$ cat src/rtl/config_chain_loader.sv
// Configuration chain writer: accepts words on a valid/ready port and
// shifts them LSB-first into the fabric's configuration flip-flop chain.
module config_chain_loader #(
  parameter int unsigned WORD_W    = 32,
  parameter int unsigned CHAIN_LEN = 4096,
  parameter int unsigned CNT_W     = 13
) (
  input  logic              clk,
  input  logic              reset,
  input  logic              start,
  input  logic              abort,
  input  logic [WORD_W-1:0] s_data,
  input  logic              s_valid,
  output logic              s_ready,
  output logic              ccff_head,
  output logic              prog_en,
  output logic              busy,
  output logic              done,
  output logic              aborted,
  output logic [CNT_W-1:0]  bit_count
);

  localparam int unsigned IDX_W = $clog2(WORD_W + 1);
  localparam logic [CNT_W-1:0] LAST_CNT = CNT_W'(CHAIN_LEN);
  localparam logic [IDX_W-1:0] LAST_IDX = IDX_W'(WORD_W);

  typedef enum logic [1:0] {
    ST_IDLE,
    ST_FETCH,
    ST_SHIFT,
    ST_DONE
  } state_e;

  state_e             state_q;
  logic [WORD_W-1:0]  shreg_q;
  logic [IDX_W-1:0]   idx_q;
  logic [CNT_W-1:0]   cnt_q;
  logic               s_ready_q;
  logic               ccff_head_q;
  logic               prog_en_q;
  logic               busy_q;
  logic               done_q;
  logic               aborted_q;

  logic [WORD_W-1:0]  shreg_d;
  logic [IDX_W-1:0]   idx_d;
  logic [CNT_W-1:0]   cnt_d;

  // Next shift-register, word-index and bit-count values while shifting
  assign shreg_d = shreg_q >> 1;
  assign idx_d   = idx_q + IDX_W'(1);
  assign cnt_d   = cnt_q + CNT_W'(1);

  // Loader FSM; ccff_head always presents the bit the chain takes on the next prog_en edge
  always_ff @(posedge clk) begin
    if (reset) begin
      state_q     <= ST_IDLE;
      shreg_q     <= '0;
      idx_q       <= '0;
      cnt_q       <= '0;
      s_ready_q   <= 1'b0;
      ccff_head_q <= 1'b0;
      prog_en_q   <= 1'b0;
      busy_q      <= 1'b0;
      done_q      <= 1'b0;
      aborted_q   <= 1'b0;
    end else begin
      case (state_q)
        ST_IDLE, ST_DONE: begin
          if (start) begin
            state_q   <= ST_FETCH;
            s_ready_q <= 1'b1;
            busy_q    <= 1'b1;
            done_q    <= 1'b0;
            aborted_q <= 1'b0;
            cnt_q     <= '0;
          end
        end
        ST_FETCH: begin
          if (abort) begin
            state_q   <= ST_IDLE;
            s_ready_q <= 1'b0;
            busy_q    <= 1'b0;
            prog_en_q <= 1'b0;
            aborted_q <= 1'b1;
          end else if (s_valid && s_ready_q) begin
            state_q     <= ST_SHIFT;
            shreg_q     <= s_data;
            idx_q       <= '0;
            ccff_head_q <= s_data[0];
            prog_en_q   <= 1'b1;
            s_ready_q   <= 1'b0;
          end
        end
        ST_SHIFT: begin
          if (abort) begin
            // Bit count freezes; whatever already went into the chain stays there
            state_q   <= ST_IDLE;
            s_ready_q <= 1'b0;
            busy_q    <= 1'b0;
            prog_en_q <= 1'b0;
            aborted_q <= 1'b1;
          end else begin
            cnt_q   <= cnt_d;
            idx_q   <= idx_d;
            shreg_q <= shreg_d;
            if (cnt_d == LAST_CNT) begin
              // Chain full: leftover bits of the current word are dropped
              state_q   <= ST_DONE;
              prog_en_q <= 1'b0;
              busy_q    <= 1'b0;
              done_q    <= 1'b1;
            end else if (idx_d == LAST_IDX) begin
              state_q   <= ST_FETCH;
              prog_en_q <= 1'b0;
              s_ready_q <= 1'b1;
            end else begin
              ccff_head_q <= shreg_d[0];
            end
          end
        end
        default: begin
          state_q <= ST_IDLE;
        end
      endcase
    end
  end

  assign s_ready   = s_ready_q;
  assign ccff_head = ccff_head_q;
  assign prog_en   = prog_en_q;
  assign busy      = busy_q;
  assign done      = done_q;
  assign aborted   = aborted_q;
  assign bit_count = cnt_q;

endmodule

$ cat config.mk
export PLATFORM = sky130hd
export DESIGN_NAME = config_chain_loader
export DESIGN_NICKNAME = d
export VERILOG_FILES = /design/src/rtl/config_chain_loader.sv
export SDC_FILE = /design/constraint.sdc
export NUM_CORES = 1
export LEC_CHECK = 0
export CORE_ASPECT_RATIO = 0.5
export CORE_MARGIN = 2
export CORE_UTILIZATION = 41
export DETAILED_ROUTE_END_ITERATION = 7
export SLEW_MARGIN = 40
export SYNTH_ARGS = -nofsm -noshare
export SYNTH_HDL_FRONTEND = slang
export SYNTH_SLANG_ARGS = --single-unit
$ cat constraint.sdc
create_clock -name clk -period 6.44 [get_ports clk]
set_input_delay 1.932 -clock clk [delete_from_list [all_inputs] [get_ports clk]]
set_output_delay 1.932 -clock clk [all_outputs]
set_load 0.02 [all_outputs]
# After elaboration in Yosys (flattened, before gate mapping)
# Cells that the tools add are included.
# word_totals
reg_bits	59
in_bits	37
out_inout_bits	19
word_cells	93
# op_classes
reduce_logical	15
add_sub_neg	2
mux	47
eq_ne	19
# op_table
cell	count
two-way mux 32 bit	3
one-hot mux 32 bit (2 select lines)	1
two-way mux 13 bit	2
one-hot mux 13 bit (2 select lines)	1
two-way mux 1 bit	23
two-way mux 6 bit	3
inequality test 2 bit (second input constant)	8
adder 13 x 1 -> 13 bit (second input constant)	1
equality test 13 bit (second input constant)	1
two-way mux 2 bit	6
inequality test 3 bit (second input constant)	4
one-hot mux 6 bit (2 select lines)	1
AND reduction 3 bit	4
AND reduction 4 bit	3
one-hot mux 1 bit (2 select lines)	4
adder 6 x 1 -> 6 bit (second input constant)	1
equality test 6 bit (second input constant)	1
one-hot mux 1 bit (3 select lines)	2
one-hot mux 2 bit (3 select lines)	1
AND reduction 6 bit	1
equality test 2 bit (second input constant)	2
inequality test 4 bit (second input constant)	1
nonzero test 2 bit	2
OR reduction 2 bit	2
other kinds (5)	5

# Depth between registers and ports, before layout
# depth
ltp_word	6
depth_mapped	10

# Worst setup path before layout
# No wires, ideal clock.
# synth_path
path_kind	input-to-reg
start	input abort
end	register cnt_q[12], in the netlist bit_count[12]
n_path_buf	2
setup_time_ns	0.128
path_stages	8
t_arrival_ns	3.152
path_slack_ns	3.161
cell_sequence	nand2b_1 -> clkbuf_1 -> or2_1 -> buf_6 -> o21ai_1 -> o21ai_0 -> a22oi_1 -> nor2_1
# synth_between
elab_chain_len	2
# synth_rtl
element	line	source
start: declaration	11	input logic abort,
inequality test 2 bit (no source line)	n/a	
AND reduction 3 bit (no source line)	n/a	
end signal: assignment	104	cnt_q <= cnt_d;
end: declaration	37	logic [CNT_W-1:0] cnt_q;
# No other way between the ends.
# A chain may end at the register's enable or synchronous reset.

# Worst setup path in the final report
# Same ends and word-level chain as after synthesis.

==> impl_table.tex <==
\begin{tabular}{lr}
\hline
Metric & Value \\
\hline
\multicolumn{2}{l}{\textbf{Status}} \\
\quad Status & finished, final reports clean \\
\multicolumn{2}{l}{\textbf{Worst hold path}} \\
\quad Class of the worst hold path & flop to flop \\
\quad Min-delay src & shreg\_q[31] \\
\multicolumn{2}{l}{\textbf{Routing}} \\
\quad Via count & between 2000 and 3000 \\
\quad Final antenna-violating net count & 0 \\
\quad Initial drt markers & between 200 and 250 \\
\quad Via count normalized by instance count & $\sim$5.5 \\
\quad Wirelength per Cell & $\sim$14 um \\
\quad Post-route DRC violation count & 0 \\
\quad Final WL & just over 7000 um \\
\quad Number of search-and-repair iterations in the first detailed-routing pass & 5 \\
\multicolumn{2}{l}{\textbf{Logic synthesis}} \\
\quad Cell with the most instances after synthesis & sky130\_fd\_sc\_hd\_\_nor2\_1 \\
\quad Most frequent cells after synthesis & sky130\_fd\_sc\_hd\_\_nor2\_1, sky130\_fd\_sc\_hd\_\_dfxtp\_1, sky130\_fd\_sc\_hd\_\_a211oi\_1, sky130\_fd\_sc\_hd\_\_mux2i\_1, sky130\_fd\_sc\_hd\_\_a21oi\_1 \\
\quad FFs w/ async S/R, synth & 0\% \\
\quad Average cell area after synthesis & around 8.5 um\^{}2 \\
\quad Count of mapped cells out of synthesis & 359 \\
\quad Most used flip-flop cell after synthesis & sky130\_fd\_sc\_hd\_\_dfxtp\_1 \\
\quad Number of enable flip-flop cells after synthesis & 0 \\
\quad Net count of the mapped netlist & 401 \\
\quad Yosys synthesis warning count & 0 \\
\quad Cell area after synthesis & around 3100 um\^{}2 \\
\quad Library cell occupying the most area in the post-synthesis netlist & sky130\_fd\_sc\_hd\_\_dfxtp\_1 \\
\quad Sequential cell area fraction in the yosys report & 37.88\% \\
\quad Synth top area share & a little under two fifths \\
\quad Number of distinct standard cells referenced by the synthesized netlist & 54 \\
\quad Post-synthesis sequential element count & 58 \\
\quad Top cells by area in the synthesized netlist & sky130\_fd\_sc\_hd\_\_dfxtp\_1, sky130\_fd\_sc\_hd\_\_mux2i\_1, sky130\_fd\_sc\_hd\_\_a211oi\_1, sky130\_fd\_sc\_hd\_\_nor2\_1, sky130\_fd\_sc\_hd\_\_a21oi\_1 \\
\multicolumn{2}{l}{\textbf{Worst setup path}} \\
\quad Critical path launch point & abort \\
\quad Type of element capturing the critical path & flop \\
\quad Arrival time at the worst endpoint & around 4 ns \\
\quad Req. time, crit path & 6.63 ns \\
\quad Worst Path Class, Setup & primary input to flop \\
\quad Reg-to-reg startpoint & bit\_count[0] \\
\quad Highest net fanout along the worst path & 14 \\
\quad Crit start category & primary input \\
\multicolumn{2}{l}{\textbf{Power}} \\
\quad LEAKAGE & 0.001297 uW \\
\quad Worst-case vdd ir drop & roughly 0.13 mV \\
\quad Power per cell area & between 200 and 300 nW/um\^{}2 \\
\multicolumn{2}{l}{\textbf{Timing}} \\
\quad Final setup violation count & 0 \\
\quad Final slew viol count & 0 \\
\quad Final-report hold violation count & 0 \\
\quad Post-route minimum period & around 4 ns \\
\quad Final-layout setup total negative slack & 0 ns \\
\quad Highest clock rate & 256.8 MHz \\
\quad Max-slew headroom & roughly 57\% \\
\quad Final worst clock skew & $\sim$0.0062 ns \\
\quad Unrepaired setup endpoints after global routing & false \\
\quad Worst-Margin Slew & $\sim$0.64 ns \\
\quad Post-route clock period utilization & between 60\% and 70\% \\
\multicolumn{2}{l}{\textbf{CTS}} \\
\quad CTS clock-pin slew for the worst setup and hold paths & 0.05 ns \\
\quad CTS root buf & sky130\_fd\_sc\_hd\_\_clkbuf\_16 \\
\quad Maximum clock insertion buffer count & 2 \\
\quad \# Post-CTS Setup Buffers & 0 \\
\quad Clock tree from TritonCTS & yes \\
\quad Clock buffer count from CTS & 9 \\
\quad CTS resizes & 0 \\
\quad Hold buffers post-CTS & 0 \\
\quad Count of clock tree sinks & 58 \\
\quad Clock network latency to the later pin of the worst-skew pair & between 0.3 and 0.4 ns \\
\quad H-Tree Level Count & 3 \\
\multicolumn{2}{l}{\textbf{Job}} \\
\quad Max\_cap viols & 0 \\
\multicolumn{2}{l}{\textbf{Placement}} \\
\quad Count of buffers from port buffering & between 50 and 60 \\
\quad Detailed-placement wirelength estimate & 4755 um \\
\quad Weighted congestion at the end of routability-driven global placement & $\sim$0.9 \\
\quad Post-detailed-placement cell area & about 3600 um\^{}2 \\
\multicolumn{2}{l}{\textbf{Floorplan}} \\
\quad Starting density of the core & a little over two fifths \\
\quad Die Width & $\sim$130 um \\
\quad IO Count & 56 \\
\quad Height of the die & 65.14 um \\
\quad DIE AREA & 8226 um\^{}2 \\
\quad Core Footprint & 7295 um\^{}2 \\
\quad Number of placement rows & 22 \\
\multicolumn{2}{l}{\textbf{Final layout}} \\
\quad Synthesis-to-finish area growth & 28.16\% \\
\quad Total number of nets in the final design & between 400 and 500 \\
\quad Final cell area excluding filler cells & just under 4000 um\^{}2 \\
\quad Antenna fix cells & 0 \\
\quad Layout cell share with drive strength beyond 1 & $\sim$7.4\% \\
\multicolumn{2}{l}{\textbf{GRT}} \\
\quad Via count of the first global-routing pass & 2554 \\
\quad Initial antenna violation count & 0 \\
\quad Global-route wire length before repair & about 12000 um \\
\quad Total routing resource utilization after global routing & a little under a fifth \\
\quad Global route overflow & 0 \\
\quad Pin count of the biggest net entering global routing & 60 \\
\hline
\end{tabular}
## layer usage
metal	vias up	GRT usage [%]	wire, um
met2	56	31.05	3322
met4	0	5.907	89
met3	8	6.515	307
met1	1279	21.75	3355
met5	-	0	0
li1	1412	-	-
## cells by family (layout without fill, tap and decap cells)
| kind of cell | count (synthesis) | count (layout) | share of synthesized area [%] |
|---|---|---|---|
| xor gates and xnor gates | 3 | 3 | 0.8573 |
| muxes | 31 | 31 | 10.16 |
| DFF | 58 | 58 | 37.88 |
| adders and majority gates | 5 | 5 | 2.041 |
| and+or+nand+nor | 123 | 123 | 20.20 |
| AOI/OAI and AO/OA | 106 | 106 | 22.98 |
| buffers and inverters | 33 | 80 | 5.877 |
## placed cells by master (no fill, tap or decap), drive strengths merged, types with 11 or more instances in the layout
master / count
nand3: 11
mux2i: 30
nor2: 62
o21ai: 20
clkbuf: 11
clkdlybuf4s50: 54
a211oi: 35
dfxtp: 58
a21oi: 23
nand2: 13
## registers in the layout, indices dropped and copies added, names as in the netlist
signal / count
idx_q: 6
aborted: 1
busy: 1
state_q: 2
done: 1
shreg_q: 31
ccff_head: 1
prog_en: 1
s_ready: 1
bit_count: 13
## area by class of cell
cell class	instances	area [um^2]
Inverter	7	26.28
Clock buffer	11	242.7
Timing Repair Buffer	57	563.0
Fill cell	676	3366
Clock inverter	5	77.57
Sequential cell	58	1161
Multi-Input combinational cell	268	1738
Tap cell	96	120.1
## final timing paths
kind	to	slack [ns]	cells after the start
worst max register to register	ccff_head	3.82	7
worst min register to register	shreg_q[31]	0.48	2
worst max-delay path	bit_count[12]	2.55	7
worst min-delay path	shreg_q[31]	0.48	2
## critical path: stages
cell and delay, ns:
sky130_fd_sc_hd__clkdlybuf4s50_1 0.53, sky130_fd_sc_hd__nand2b_1 0.32, sky130_fd_sc_hd__or2_1 0.45, sky130_fd_sc_hd__o21ai_1 0.39, sky130_fd_sc_hd__o21ai_0 0.19, sky130_fd_sc_hd__a22oi_1 0.21
sky130_fd_sc_hd__nor2_1 0.05
## power breakdown
part	total [uW]	switching (uW)	internal, uW
logic	118	60.6	57.5
registers	386	10.8	375
clock network	508	161	347
## per-stage QoR
stage               utilization (%)  std cells  worst slack (ns)  hold slack [ns]  power, uW
finish                        53.86        502             2.546           0.4757       1012
global route                  53.86        502             2.370           0.5160       1057
CTS                           53.86        502             2.563           0.4794       1026
detailed placement            49.47        486             2.268           0.4659      511.2
global placement              49.43        486             2.319           0.4567      508.6
floorplan                         -        359             3.161           0.4316      464.5
Power figures use the tool's default switching activity.
